**src/rtl/match_ctrl_if.sv**
```systemverilog
// Signal bundle between match_ctrl and the game datapath / button front end.
// The slave modport is the controller's view; master is the driving side.
interface match_ctrl_if;
  logic       btn_start;
  logic       btn_sub;
  logic       btn_sub_h;
  logic       btn_add;
  logic       btn_add_h;
  logic       win;
  logic       plr_turn;

  logic       game_rst;
  logic       mv_sub;
  logic       mv_sub_h;
  logic       mv_add;
  logic       mv_add_h;
  logic [3:0] turn_left;
  logic [1:0] score0;
  logic [1:0] score1;
  logic       match_over;
  logic       match_winner;

  modport slave (
    input  btn_start, btn_sub, btn_sub_h, btn_add, btn_add_h, win, plr_turn,
    output game_rst, mv_sub, mv_sub_h, mv_add, mv_add_h,
    output turn_left, score0, score1, match_over, match_winner
  );

  modport master (
    output btn_start, btn_sub, btn_sub_h, btn_add, btn_add_h, win, plr_turn,
    input  game_rst, mv_sub, mv_sub_h, mv_add, mv_add_h,
    input  turn_left, score0, score1, match_over, match_winner
  );
endinterface

```
**src/rtl/match_ctrl.sv**
```systemverilog
// Match controller: start/round/match sequencing, move-button arbitration and scoring.
// Define MATCH_CTRL_TURN_TIMER_EN to enable the per-turn timeout timer.
module match_ctrl #(
  parameter int TURN_TICKS = 10,
  parameter int WIN_ROUNDS = 2
) (
  input  logic         clk_slow,
  input  logic         btn_rst_n,
  match_ctrl_if.slave  bus
);

  localparam logic [3:0] TICKS = 4'(TURN_TICKS);
  localparam logic [1:0] WINS  = 2'(WIN_ROUNDS);

  typedef enum logic [1:0] {IDLE, LOAD, PLAY, DONE} state_t;

  state_t     r_state;
  state_t     w_next_state;

  logic       r_prev_start;
  logic       r_prev_sub;
  logic       r_prev_sub_h;
  logic       r_prev_add;
  logic       r_prev_add_h;
  logic       w_start_edge;
  logic [3:0] w_move_edge;

  logic       w_timeout;
  logic       w_round_end;
  logic       w_winner;
  logic [1:0] w_winner_score;
  logic       w_match_won;

  logic [3:0] w_mv_nx;
  logic       w_game_rst_nx;
  logic [3:0] r_mv;
  logic       r_game_rst;

  logic [1:0] r_score0;
  logic [1:0] r_score1;
  logic       r_match_over;
  logic       r_match_winner;

  // Previous-value registers preset to 1 so a button held through reset yields no edge.
  always_ff @(posedge clk_slow or negedge btn_rst_n) begin
    if (!btn_rst_n) begin
      r_prev_start <= 1'b1;
      r_prev_sub   <= 1'b1;
      r_prev_sub_h <= 1'b1;
      r_prev_add   <= 1'b1;
      r_prev_add_h <= 1'b1;
    end else begin
      r_prev_start <= bus.btn_start;
      r_prev_sub   <= bus.btn_sub;
      r_prev_sub_h <= bus.btn_sub_h;
      r_prev_add   <= bus.btn_add;
      r_prev_add_h <= bus.btn_add_h;
    end
  end

  assign w_start_edge = bus.btn_start & ~r_prev_start;
  assign w_move_edge  = {bus.btn_sub   & ~r_prev_sub,
                         bus.btn_sub_h & ~r_prev_sub_h,
                         bus.btn_add   & ~r_prev_add,
                         bus.btn_add_h & ~r_prev_add_h};

`ifdef MATCH_CTRL_TURN_TIMER_EN
  logic       r_prev_turn;
  logic [3:0] r_turn_left;

  // A change of player restarts the turn budget; otherwise count down and stick at 0.
  always_ff @(posedge clk_slow or negedge btn_rst_n) begin
    if (!btn_rst_n) begin
      r_prev_turn <= 1'b0;
      r_turn_left <= 4'd0;
    end else begin
      r_prev_turn <= bus.plr_turn;
      case (r_state)
        LOAD:    r_turn_left <= TICKS;
        PLAY: begin
          if (bus.plr_turn != r_prev_turn)
            r_turn_left <= TICKS;
          else if (r_turn_left != 4'd0)
            r_turn_left <= r_turn_left - 4'd1;
        end
        default: r_turn_left <= r_turn_left;
      endcase
    end
  end

  assign w_timeout     = (r_turn_left == 4'd0);
  assign bus.turn_left = r_turn_left;
`else
  assign w_timeout     = 1'b0;
  assign bus.turn_left = 4'd0;
`endif

  // Win outranks a simultaneous timeout; a timeout credits the idle player's opponent.
  assign w_round_end    = (r_state == PLAY) && (bus.win || w_timeout);
  assign w_winner       = bus.win ? bus.plr_turn : ~bus.plr_turn;
  assign w_winner_score = w_winner ? (r_score1 + 2'd1) : (r_score0 + 2'd1);
  assign w_match_won    = (w_winner_score == WINS);

  always_ff @(posedge clk_slow or negedge btn_rst_n) begin
    if (!btn_rst_n) r_state <= IDLE;
    else            r_state <= w_next_state;
  end

  always_comb begin
    w_next_state = r_state;
    case (r_state)
      IDLE: if (w_start_edge) w_next_state = LOAD;
      LOAD: w_next_state = PLAY;
      PLAY: if (w_round_end) w_next_state = w_match_won ? DONE : LOAD;
      DONE: if (w_start_edge) w_next_state = LOAD;
      default: w_next_state = IDLE;
    endcase
  end

  // Moves only pass while play continues into the next cycle, so no pulse lands in LOAD/DONE.
  always_comb begin
    w_mv_nx       = 4'b0000;
    w_game_rst_nx = (w_next_state == LOAD);
    if ((r_state == PLAY) && (w_next_state == PLAY)) begin
      if (w_move_edge[3])      w_mv_nx = 4'b1000;
      else if (w_move_edge[2]) w_mv_nx = 4'b0100;
      else if (w_move_edge[1]) w_mv_nx = 4'b0010;
      else if (w_move_edge[0]) w_mv_nx = 4'b0001;
    end
  end

  always_ff @(posedge clk_slow or negedge btn_rst_n) begin
    if (!btn_rst_n) begin
      r_mv       <= 4'b0000;
      r_game_rst <= 1'b0;
    end else begin
      r_mv       <= w_mv_nx;
      r_game_rst <= w_game_rst_nx;
    end
  end

  always_ff @(posedge clk_slow or negedge btn_rst_n) begin
    if (!btn_rst_n) begin
      r_score0       <= 2'd0;
      r_score1       <= 2'd0;
      r_match_over   <= 1'b0;
      r_match_winner <= 1'b0;
    end else if (w_round_end) begin
      if (w_winner) r_score1 <= w_winner_score;
      else          r_score0 <= w_winner_score;
      if (w_match_won) begin
        r_match_over   <= 1'b1;
        r_match_winner <= w_winner;
      end
    end else if ((r_state == DONE) && w_start_edge) begin
      r_score0       <= 2'd0;
      r_score1       <= 2'd0;
      r_match_over   <= 1'b0;
      r_match_winner <= 1'b0;
    end
  end

  assign bus.game_rst     = r_game_rst;
  assign bus.mv_sub       = r_mv[3];
  assign bus.mv_sub_h     = r_mv[2];
  assign bus.mv_add       = r_mv[1];
  assign bus.mv_add_h     = r_mv[0];
  assign bus.score0       = r_score0;
  assign bus.score1       = r_score1;
  assign bus.match_over   = r_match_over;
  assign bus.match_winner = r_match_winner;

endmodule

```
**src/flat_wrapper.sv**
```systemverilog
// flat-port wrapper written by rule: the top's interface ports become plain ports
module match_ctrl_flat 
#(
  parameter int TURN_TICKS = 10,
  parameter int WIN_ROUNDS = 2
)
  (clk_slow, btn_rst_n, bus_btn_start, bus_btn_sub, bus_btn_sub_h, bus_btn_add, bus_btn_add_h, bus_win, bus_plr_turn, bus_game_rst, bus_mv_sub, bus_mv_sub_h, bus_mv_add, bus_mv_add_h, bus_turn_left, bus_score0, bus_score1, bus_match_over, bus_match_winner);
  match_ctrl_if bus_i ();
  input  logic clk_slow;
  input  logic btn_rst_n;
  input wire logic [$bits(bus_i.btn_start)-1:0] bus_btn_start;
  input wire logic [$bits(bus_i.btn_sub)-1:0] bus_btn_sub;
  input wire logic [$bits(bus_i.btn_sub_h)-1:0] bus_btn_sub_h;
  input wire logic [$bits(bus_i.btn_add)-1:0] bus_btn_add;
  input wire logic [$bits(bus_i.btn_add_h)-1:0] bus_btn_add_h;
  input wire logic [$bits(bus_i.win)-1:0] bus_win;
  input wire logic [$bits(bus_i.plr_turn)-1:0] bus_plr_turn;
  output wire logic [$bits(bus_i.game_rst)-1:0] bus_game_rst;
  output wire logic [$bits(bus_i.mv_sub)-1:0] bus_mv_sub;
  output wire logic [$bits(bus_i.mv_sub_h)-1:0] bus_mv_sub_h;
  output wire logic [$bits(bus_i.mv_add)-1:0] bus_mv_add;
  output wire logic [$bits(bus_i.mv_add_h)-1:0] bus_mv_add_h;
  output wire logic [$bits(bus_i.turn_left)-1:0] bus_turn_left;
  output wire logic [$bits(bus_i.score0)-1:0] bus_score0;
  output wire logic [$bits(bus_i.score1)-1:0] bus_score1;
  output wire logic [$bits(bus_i.match_over)-1:0] bus_match_over;
  output wire logic [$bits(bus_i.match_winner)-1:0] bus_match_winner;
  assign bus_i.btn_start = bus_btn_start;
  assign bus_i.btn_sub = bus_btn_sub;
  assign bus_i.btn_sub_h = bus_btn_sub_h;
  assign bus_i.btn_add = bus_btn_add;
  assign bus_i.btn_add_h = bus_btn_add_h;
  assign bus_i.win = bus_win;
  assign bus_i.plr_turn = bus_plr_turn;
  assign bus_game_rst = bus_i.game_rst;
  assign bus_mv_sub = bus_i.mv_sub;
  assign bus_mv_sub_h = bus_i.mv_sub_h;
  assign bus_mv_add = bus_i.mv_add;
  assign bus_mv_add_h = bus_i.mv_add_h;
  assign bus_turn_left = bus_i.turn_left;
  assign bus_score0 = bus_i.score0;
  assign bus_score1 = bus_i.score1;
  assign bus_match_over = bus_i.match_over;
  assign bus_match_winner = bus_i.match_winner;
  match_ctrl #(.TURN_TICKS(TURN_TICKS), .WIN_ROUNDS(WIN_ROUNDS)) u_core (.clk_slow(clk_slow), .btn_rst_n(btn_rst_n), .bus(bus_i));
endmodule
```
**config.mk**
```make
export PLATFORM = sky130hd
export DESIGN_NAME = match_ctrl_flat
export DESIGN_NICKNAME = d
export VERILOG_FILES = /design/src/rtl/match_ctrl_if.sv /design/src/rtl/match_ctrl.sv /design/src/flat_wrapper.sv
export SDC_FILE = /design/constraint.sdc
export NUM_CORES = 1
export LEC_CHECK = 0
export CAP_MARGIN = 10
export CORE_MARGIN = 3
export CORE_UTILIZATION = 28
export CTS_BUF_LIST = sky130_fd_sc_hd__clkbuf_4 sky130_fd_sc_hd__clkbuf_8
export CTS_CLUSTER_SIZE = 30
export DETAILED_ROUTE_END_ITERATION = 8
export GPL_TIMING_DRIVEN = 0
export SLEW_MARGIN = 20
export SYNTH_ARGS = -nofsm -noshare
export SYNTH_HDL_FRONTEND = slang
export SYNTH_SLANG_ARGS = --single-unit
export TNS_END_PERCENT = 10
```
**constraint.sdc**
```tcl
create_clock -name clk_slow -period 1.6 [get_ports clk_slow]
set_clock_uncertainty 0.15 [all_clocks]
set_input_delay 0.32 -clock clk_slow [delete_from_list [all_inputs] [get_ports clk_slow]]
set_output_delay 0.32 -clock clk_slow [all_outputs]
set_load 0.01 [all_outputs]
```
==> metrics.yaml <==
logic_synthesis:
  synthCells: 78
  synthFlopType: "dfrtp_1"
  async_flop_share_pct: 100.0
  synth.distinct_cells: 33
  synth_area_um2: 888.4
  syn_avg_cell_area_um2: 11.39
  yosys_warnings: 0
  seq_area_frac_synth_pct: 51.41
  ys_ff_latch: 18
  synth_edf_count: 0
critical_path:
  worstPathMaxFanout: 4
  slowest_stage: "mux2_4"
  worst_setup_path_end_kind: "register"
  slowest_delay_ns: 0.33
  path_class: "input port to register"
  cp.required_ns: 1.64
  crit_path_cell_trace: "clkdlybuf4s15_2 > xnor2_4 > mux2_4 > ha_4 > nand2_4 > o311ai_4 > a31oi_2 > nor3b_2"
  reg2reg_depth: 5
  critPathLaunchType: "input port"
  critical_path_arrival_ns: 1.72
routing:
  wl_um: 1862
  wl_per_cell_um: 12.41
  viasPerCell: 4.373
  drt_iter0_markers: 24
  dr.pass1.iters: 2
  drc: 0
  vias: 656
  antenna_left: 0
clocking:
  cts_buffer_depth: 2
  clock_sinks: 18
  cts.clk_slew.worst_paths_ns: 0.10
  h-tree-depth: 1
  numCtsBuffers: 3
  cts_tree: "done"
  clock_latency_ns: 0.29
  ctsRootBufferMaster: "clkbuf_4"
grt:
  overflow: 0
  grt_max_degree: 19
  antenna_found_initial: 0
  grt_pass1_vias: 650
  grt_use_total_pct: 9.680
  grt_pass1_wl_um: 3008
floorplanning:
  core_area_um2: 2877
  dieWidth_um: 62.33
  die-area_um2: 3884
  die_h_um: 62.33
  ioPinCount: 24
  start_util_pct: 30.88
  rows: 19
layout:
  final_net_count: 122
  postLayoutCellArea_um2: 1277
  fin_cells: 150
  diodes: 0
  syn2layout_area_growth_pct: 43.80
  drive_gt1_share_pct: 35.19
place:
  port-buffer-count: 18
  dpl-instance-area_um2: 1179
  place_hpwl_um: 1294
  gp_congestion: 0.7551
  dp.cells: 141
flow_run:
  drv_cap: 0
sta:
  fmax_mhz: 593.7
  finalSetupTns_ns: -0.3133
  tightest_slew_ns: 0.7670
  finalHoldViolCount: 0
  maxSlewHeadroom_pct: 48.71
  fin_ws_ns: -0.08428
  period_minus_slack_ns: 1.684
  min_period_over_period_pct: 105.3
  finalMaxSlewViolations: 0
  rsz0062_at_grt: "true"
  setup_viol: 5
power_and_ir_drop:
  total_power_mw: 1.994
  clockPowerShare_pct: 14.0
  total_leakage_power_nw: 0.5964
  ir_worst_vdd_uv: 679.1
  internal_power_mw: 1.267
  powerDensity_nw_per_um2: 1561
  sequentialPowerShare_pct: 32.7
  combPwrFrac_pct: 53.3
  p_switching_mw: 0.7277
  switching_share_pct: 36.49
worst_hold_path:
  hold_class: "input port to register"
  whs_path_depth: 3
status:
  violations: "setup timing"
  status: "finished, violations left"
## per-layer routing
layer / global-route usage (%) / wire (µm)
met5: 0 / 0
met1: 10.79 / 766
met3: 3.063 / 97
met4: 4.132 / 70
met2: 16.94 / 927
## kinds of logic (layout without fill, tap and decap cells)
kind of cell | count (synthesis) | in the layout | synth area share [%]
other | 1 | 4 | 0.4221
adders and majority gates | 4 | 4 | 5.634
and+or+nand+nor | 28 | 28 | 17.89
muxes | 2 | 2 | 2.394
buffers and inverters | 10 | 37 | 7.606
xor gates and xnor gates | 1 | 1 | 0.9861
AOI/OAI and AO/OA | 14 | 14 | 13.66
DFF | 18 | 18 | 51.41
## state kept, by name, summed over array words and instances (netlist names)
signal                   cells
u_core.r_mv                  4
u_core.bus.match_winner      1
u_core.bus.score0            2
u_core.r_prev_start          1
u_core.r_prev_sub            1
u_core.bus.match_over        1
u_core.bus.game_rst          1
u_core.bus.score1            2
u_core.r_state               2
u_core.r_prev_add            1
u_core.r_prev_add_h          1
u_core.r_prev_sub_h          1
## synth_stat cells (2+ instances only)
cell type	n	share of area, %
buf_4	4	3.4
buf_6	2	2.5
dfrtp_1	13	37
dfstp_2	5	15
ha_1	4	5.6
inv_1	2	0.85
inv_2	2	0.85
nand2_1	6	2.5
nand2b_1	2	1.4
nand3_1	6	3.4
nor2_1	6	2.5
o21ai_0	5	2.8
## final cells by class
cell class              instances  area (µm²)
fillers                       286        1599
flip-flops and latches         18       457.9
multi-input cells              53       446.7
repair buffers                 23       205.2
plain buffers                   6       61.31
well taps                      42       52.55
clock buffers                   4       36.28
inverters                       4       17.52
## worst paths after layout
kind / from / endpoint / slack [ns]
hold / removal: bus_win / u_core.r_state[0] / 0.19
min in group asynchronous: btn_rst_n / u_core.bus.match_winner / 0.32
setup reg to reg: u_core.r_state[1] / u_core.r_mv[1] / -0.08
hold reg to reg: u_core.bus.match_over / u_core.bus.match_over / 0.34
setup / recovery: bus_plr_turn / u_core.r_mv[1] / -0.08
max in group asynchronous: btn_rst_n / u_core.r_state[1] / 0.46
## worst max-delay path, delay by kind of cell
kind	cells	cell delay, ns
AOI/OAI and AO/OA	2	0.35
muxes	1	0.33
buffers and inverters	1	0.24
xor gates and xnor gates	1	0.18
adders and majority gates	1	0.17
and+or+nand+nor	2	0.13
## power groups by stage
stage | Sequential, mW | Combinational [mW] | Clock (mW)
detailed placement | 0.676 | 0.868 | 0
global route | 0.675 | 1.15 | 0.309
CTS | 0.639 | 0.962 | 0.289
floorplan | 0.698 | 0.539 | 0
global placement | 0.669 | 0.846 | 0
finish | 0.652 | 1.06 | 0.280
## repair_timing
action | 4_1_cts | 5_1_grt
gates resized for setup | 18 | 6
pin swaps | 1 | 4
hold buffers | 0 | 0
endpoints found under the setup margin | 24 | 13
buffers inserted | 4 | 3
## metrics by stage
stage | util [%] | setup slack [ns] | hold slack [ns]
after floorplan | - | -0.1482 | -0.1256
after global placement | 40.97 | -0.7435 | 0.3185
after detailed placement | 40.97 | -0.7320 | 0.3289
after CTS | 43.45 | -0.08516 | 0.1883
after global routing | 44.41 | -0.1428 | 0.1934
final | 44.41 | -0.08428 | 0.1886
## cells in the final DEF, fill, tap and decap left out, types with 2 or more instances in the layout
cell | synthesis | layout
conb_1 | 1 | 4
dfrtp_1 | 13 | 12
nand3_1 | 6 | 5
o21ai_0 | 5 | 4
ha_4 | 0 | 2
inv_2 | 2 | 2
ha_1 | 4 | 2
dfstp_2 | 5 | 5
nand2_1 | 6 | 5
dlygate4sd2_1 | 0 | 11
clkdlybuf4s50_1 | 0 | 6
nand2b_1 | 2 | 2
clkbuf_4 | 0 | 3
buf_4 | 4 | 9
nor2_1 | 6 | 6
No activity file was read; power rests on OpenSTA's default activity.
